File: src/rtl/key_ctrl.sv
`default_nettype none
// ============================================================================
//  Module   : key_ctrl
//  Purpose  : Front-panel key conditioner for the 0-59 seconds counter.
//             Two raw active-low push buttons (pause/run and clear) are
//             synchronised and debounced independently. The pause key
//             toggles the run enable, and the clear key holds the
//             active-low clear for as long as it is debounced-down.
//  Ports    : cp          - system clock (50 MHz board clock)
//             cr          - synchronous active-high reset
//             key_pause_n - raw pause/run button, asynchronous, low = pressed
//             key_clr_n   - raw clear button, asynchronous, low = pressed
//             ce          - run enable to counter (1 = counting)
//             clr_n       - active-low clear to counter (low while held)
//             pause_p     - one-cycle pulse per accepted pause press
//             clr_p       - one-cycle pulse per accepted clear press
//  Revision : 1.0 - initial release
// ============================================================================
module key_ctrl #(
    parameter int DB_CNT = 1000000  // stable cycles needed to accept a level change (>= 2)
) (
    input  logic cp,
    input  logic cr,
    input  logic key_pause_n,
    input  logic key_clr_n,
    output logic ce,
    output logic clr_n,
    output logic pause_p,
    output logic clr_p
);

    // Counter width; the guard keeps the width legal if DB_CNT is misset to 1.
    localparam int CW = (DB_CNT > 1) ? $clog2(DB_CNT) : 1;
    localparam logic [CW-1:0] c_cnt_max = CW'(DB_CNT - 1);
    localparam int c_nkeys = 2;

    // Index of each key in the per-key vectors below.
    localparam int c_key_pause = 0;
    localparam int c_key_clr   = 1;

    // Encoding is chosen so that bit 1 alone marks the "held" states
    // (DOWN and RWAIT). The clear output is then a straight flop bit and
    // cannot glitch while the state register changes.
    typedef enum logic [1:0] {
        ST_IDLE  = 2'b00,
        ST_PWAIT = 2'b01,
        ST_DOWN  = 2'b10,
        ST_RWAIT = 2'b11
    } state_t;

    logic [c_nkeys-1:0] w_key_raw;
    logic [c_nkeys-1:0] w_press_d;   // press accepted on the coming edge
    logic [c_nkeys-1:0] pulse_q;
    logic               ce_q;

    assign w_key_raw = {key_clr_n, key_pause_n};

    // ------------------------------------------------------------------------
    // Per-key synchroniser + debouncer
    // ------------------------------------------------------------------------
    generate
        for (genvar gi = 0; gi < c_nkeys; gi++) begin : g_key
            logic          sync1_q;
            logic          ks_q;
            state_t        state_q;
            logic [CW-1:0] cnt_q;

            // The press is taken when PWAIT has seen DB_CNT consecutive low
            // samples; the counter value at that moment is DB_CNT-1.
            assign w_press_d[gi] = (state_q == ST_PWAIT) && !ks_q &&
                                   (cnt_q == c_cnt_max);

            always_ff @(posedge cp) begin
                if (cr) begin
                    sync1_q <= 1'b1;
                    ks_q    <= 1'b1;
                    state_q <= ST_IDLE;
                    cnt_q   <= '0;
                end else begin
                    sync1_q <= w_key_raw[gi];
                    ks_q    <= sync1_q;
                    case (state_q)
                        ST_IDLE: begin
                            cnt_q <= '0;
                            if (!ks_q) begin
                                state_q <= ST_PWAIT;
                            end
                        end
                        ST_PWAIT: begin
                            if (ks_q) begin
                                // Bounce: drop the partial count.
                                state_q <= ST_IDLE;
                                cnt_q   <= '0;
                            end else if (cnt_q == c_cnt_max) begin
                                state_q <= ST_DOWN;
                                cnt_q   <= '0;
                            end else begin
                                cnt_q <= cnt_q + CW'(1);
                            end
                        end
                        ST_DOWN: begin
                            cnt_q <= '0;
                            if (ks_q) begin
                                state_q <= ST_RWAIT;
                            end
                        end
                        ST_RWAIT: begin
                            if (!ks_q) begin
                                // Short high glitch while held: resume the
                                // hold without a new press.
                                state_q <= ST_DOWN;
                                cnt_q   <= '0;
                            end else if (cnt_q == c_cnt_max) begin
                                state_q <= ST_IDLE;
                                cnt_q   <= '0;
                            end else begin
                                cnt_q <= cnt_q + CW'(1);
                            end
                        end
                        default: begin
                            state_q <= ST_IDLE;
                            cnt_q   <= '0;
                        end
                    endcase
                end
            end

            // Only the clear key exposes its held level.
            if (gi == c_key_clr) begin : g_held
                assign clr_n = ~state_q[1];
            end
        end
    endgenerate

    // ------------------------------------------------------------------------
    // Output registers: press pulses and the run-enable toggle. ce flips on
    // the same edge that raises pause_p.
    // ------------------------------------------------------------------------
    always_ff @(posedge cp) begin
        if (cr) begin
            pulse_q <= '0;
            ce_q    <= 1'b0;
        end else begin
            pulse_q <= w_press_d;
            if (w_press_d[c_key_pause]) begin
                ce_q <= ~ce_q;
            end
        end
    end

    assign ce      = ce_q;
    assign pause_p = pulse_q[c_key_pause];
    assign clr_p   = pulse_q[c_key_clr];

endmodule
`default_nettype wire
File: config.mk
export PLATFORM = sky130hd
export DESIGN_NAME = key_ctrl
export DESIGN_NICKNAME = d
export VERILOG_FILES = /design/src/rtl/key_ctrl.sv
export SDC_FILE = /design/constraint.sdc
export NUM_CORES = 1
export LEC_CHECK = 0
export ABC_AREA = 1
export ABC_CLOCK_PERIOD_IN_PS = 1900
export CAP_MARGIN = 20
export CORE_UTILIZATION = 40
export DETAILED_ROUTE_END_ITERATION = 10
export PLACE_DENSITY = 0.67
export SYNTH_ARGS = -nofsm -noshare
export SYNTH_HDL_FRONTEND = slang
export SYNTH_SLANG_ARGS = --single-unit
File: constraint.sdc
create_clock -name cp -period 1.9 [get_ports cp]
set_input_delay 0.19 -clock cp [delete_from_list [all_inputs] [get_ports cp]]
set_output_delay 0.19 -clock cp [all_outputs]
set_load 0.02 [all_outputs]
==> results by group <==
STA
  • RSZ-0062 raised after global routing: false
  • Worst-margin pin slew: 0.453 ns
  • Max Clock Skew: 0.00950 ns
  • Fin. Hold Viols: 0
  • Fmax: 0.604 GHz
  • Setup TNS: 0 ns
  • Final Setup Violations: 0
  • Max-slew violation total from the final report: 0
  • Fin crit period: 1.66 ns
  • Rel. slew slack: 69.7%
  • Final period util: 87.1%

CTS
  • Clock Latency Late Sink: 0.32 ns
  • Root Buffer: clkbuf_8
  • CTS hold repair buffers: 0
  • H-tree levels: 2
  • Clock transition at path regs: 0.10 ns
  • Clk sinks: 51
  • Post_cts resized: 0
  • CTS tree: built
  • Setup Buffers After CTS: 0
  • Max Root-Sink Buffers: 2
  • Total CTS buffers: 5

Pwr
  • Lkg Pwr: 0.875 nW
  • Cell Pwr Density: 633 mW/mm^2
  • Maximum vdd ir drop: 391 uV

Placed design
  • GP Congestion: 0.870
  • Hpwl dp: 3570 um
  • PortBufs: 7

GRT
  • Overflow after GRT: 0
  • Global-route wire length before repair: 8040 um
  • Total GRT Usage: 15.7%
  • Largest net degree at the start of global routing: 20
  • Vias in the first global route: 1971
  • Number of antenna violations at the first check in global routing: 0

Logic synthesis
  • Seq/Total Area, Yosys: 40.3%
  • Post-synth EDFFs: 0
  • Yosys Warn Count: 0
  • Syn_area_per_cell: 6.80 sq um
  • Distinct cell type count after synthesis: 25
  • Syn Nets: 378
  • Leading area contributor after synthesis: dfxtp_1
  • Cell Area, Synth: 0.00253 sq mm
  • Ys async rst share: 0%
  • Synth Register Bits: 51
  • Primary FF master, synth: dfxtp_1
  • Most frequent cell after synthesis: nor2_1
  • Area contributors post-synth: dfxtp_1 40%, nor2_1 15%, nand2_1 14%
  • Yosys top cell area share: 40.3%
  • Syn Inst Count: 372
  • Commonest cells post-synth: 98 x nor2_1, 92 x nand2_1, 51 x dfxtp_1, 40 x inv_1, 20 x nand3_1

Cells and area
  • Fin nets: 389
  • Core Util, Final: 45.8%
  • Layout cells sized above 1: 6.77%
  • ANT cells: 0
  • Area grow syn2layout: 9.10%

Detailed routing
  • Detail Route Antenna Nets: 0
  • Drt initial violations: 79
  • Number of vias per cell: 4.62
  • 1st-pass router iterations: 4
  • WL/cell: 10.4 um
  • Via Count: 2122
  • Routed wire length: 4750 um
  • Drt drc: 0

Critical path
  • Startpoint Class: flip-flop
  • Crit path capture type: flip-flop
  • Critical Path Fanout Max: 18
  • Critical path required time: 2.10 ns
  • Arr. time, crit path: 1.86 ns
  • Critical setup path kind: reg2reg

Die
  • Row count: 28
  • Die area: 0.00665 sq mm
  • Die X: 81.6 um
  • Num ports: 8
  • Die height: 81.6 um
  • Core Footprint: 0.00603 sq mm
  • Initial Utilization: 42.0%

Flow run
  • Max_cap viols: 0

Min path
  • Hold crit path type: reg2reg

Outcome
  • Outcome: finished clean
-- path summary, 6_finish.rpt --
check,cells after the start,slack [ns],from,endpoint
worst min-delay path,1,0.41,g_key[0].sync1_q$_SDFF_PP1_,g_key[0].ks_q$_SDFF_PP1_
worst max register to register,8,0.24,g_key[0].cnt_q[0]$_SDFF_PP0_,g_key[0].cnt_q[16]$_SDFF_PP0_
worst min register to register,1,0.41,g_key[0].sync1_q$_SDFF_PP1_,g_key[0].ks_q$_SDFF_PP1_
worst max-delay path,8,0.24,g_key[0].cnt_q[0]$_SDFF_PP0_,g_key[0].cnt_q[16]$_SDFF_PP0_
-- report_power, final --
part / internal, W / leakage [nW] / switching [W]
combinational: 0.0000106 / 0.419 / 0.00000839
clock: 0.000264 / 0.0443 / 0.000389
sequential: 0.00107 / 0.412 / 0.00000347
-- kinds of logic (layout without fill, tap and decap cells) --
family                   after synthesis  after routing  synth area share, %
buffers and inverters                 45             57                 7.41
adder cells (fa/ha/maj)                2              2                0.988
flip-flops                            51             51                 40.3
AO/OA/AOI/OAI                          8              8                 1.58
AND/OR/NAND/NOR                      240            240                 40.7
XOR/XNOR                              26             26                 9.00
-- state kept, by name, indices dropped and copies added, names as in the netlist, named ones only --
register	count
g_key.cnt_q	40
g_key.ks_q	2
g_key.state_q	2
g_key.sync1_q	2
pulse_q	2
ce	1
-- critical path, stage by stage, from the launching register on --
cell	delay (ns)
dfxtp_1	0.46
ha_1	0.24
nand3_2	0.13
inv_1	0.13
nand3_2	0.10
nor2_4	0.15
inv_2	0.08
nand2_4	0.18
nor2_1	0.08
-- final cells by class --
class | count | area (sq um)
fill | 633 | 3260
multi-input combinational | 276 | 1320
sequential | 51 | 1020
inverter | 42 | 160
tap | 75 | 93.8
timing repair buffer | 7 | 70.1
clock buffer | 5 | 68.8
clock inverter | 3 | 25.0
-- per-layer routing --
metal	routed length, um	global-route usage [%]	vias up
met5	0	0	-
met1	2430	18.9	943
met2	2150	26.9	12
li1	-	-	1160
met3	99	3.33	7
met4	69	6.61	0
-- metrics by stage --
| step | cells | area [sq um] | total power, W | setup slack [ns] | hold WS [ns] |
|---|---|---|---|---|---|
| after floorplan | 372 | 2530 | 0.00111 | 0.423 | 0.294 |
| after global placement | 451 | 2670 | 0.00112 | 0.260 | 0.391 |
| after detailed placement | 451 | 2670 | 0.00112 | 0.247 | 0.394 |
| after CTS | 459 | 2760 | 0.00177 | 0.227 | 0.417 |
| after global routing | 459 | 2760 | 0.00181 | 0.0799 | 0.438 |
| final | 459 | 2760 | 0.00175 | 0.245 | 0.409 |
-- layout by cell type, fill, tap and decap left out, types with 2 or more instances in the layout --
cell              n
or2_2             5
clkbuf_8          5
inv_1            40
nand4_1           7
nor2_1           98
o21ai_0           4
xor2_1           19
nor2_2            2
ha_1              2
xnor2_1           7
dfxtp_1          51
nand2_1          92
a21oi_1           4
nor2_4            2
clkdlybuf4s50_1   7
nor3_1            5
nand3_1          20
nand3_2           4
clkinv_4          2
Note: power is estimated with default switching activity, not from simulation.
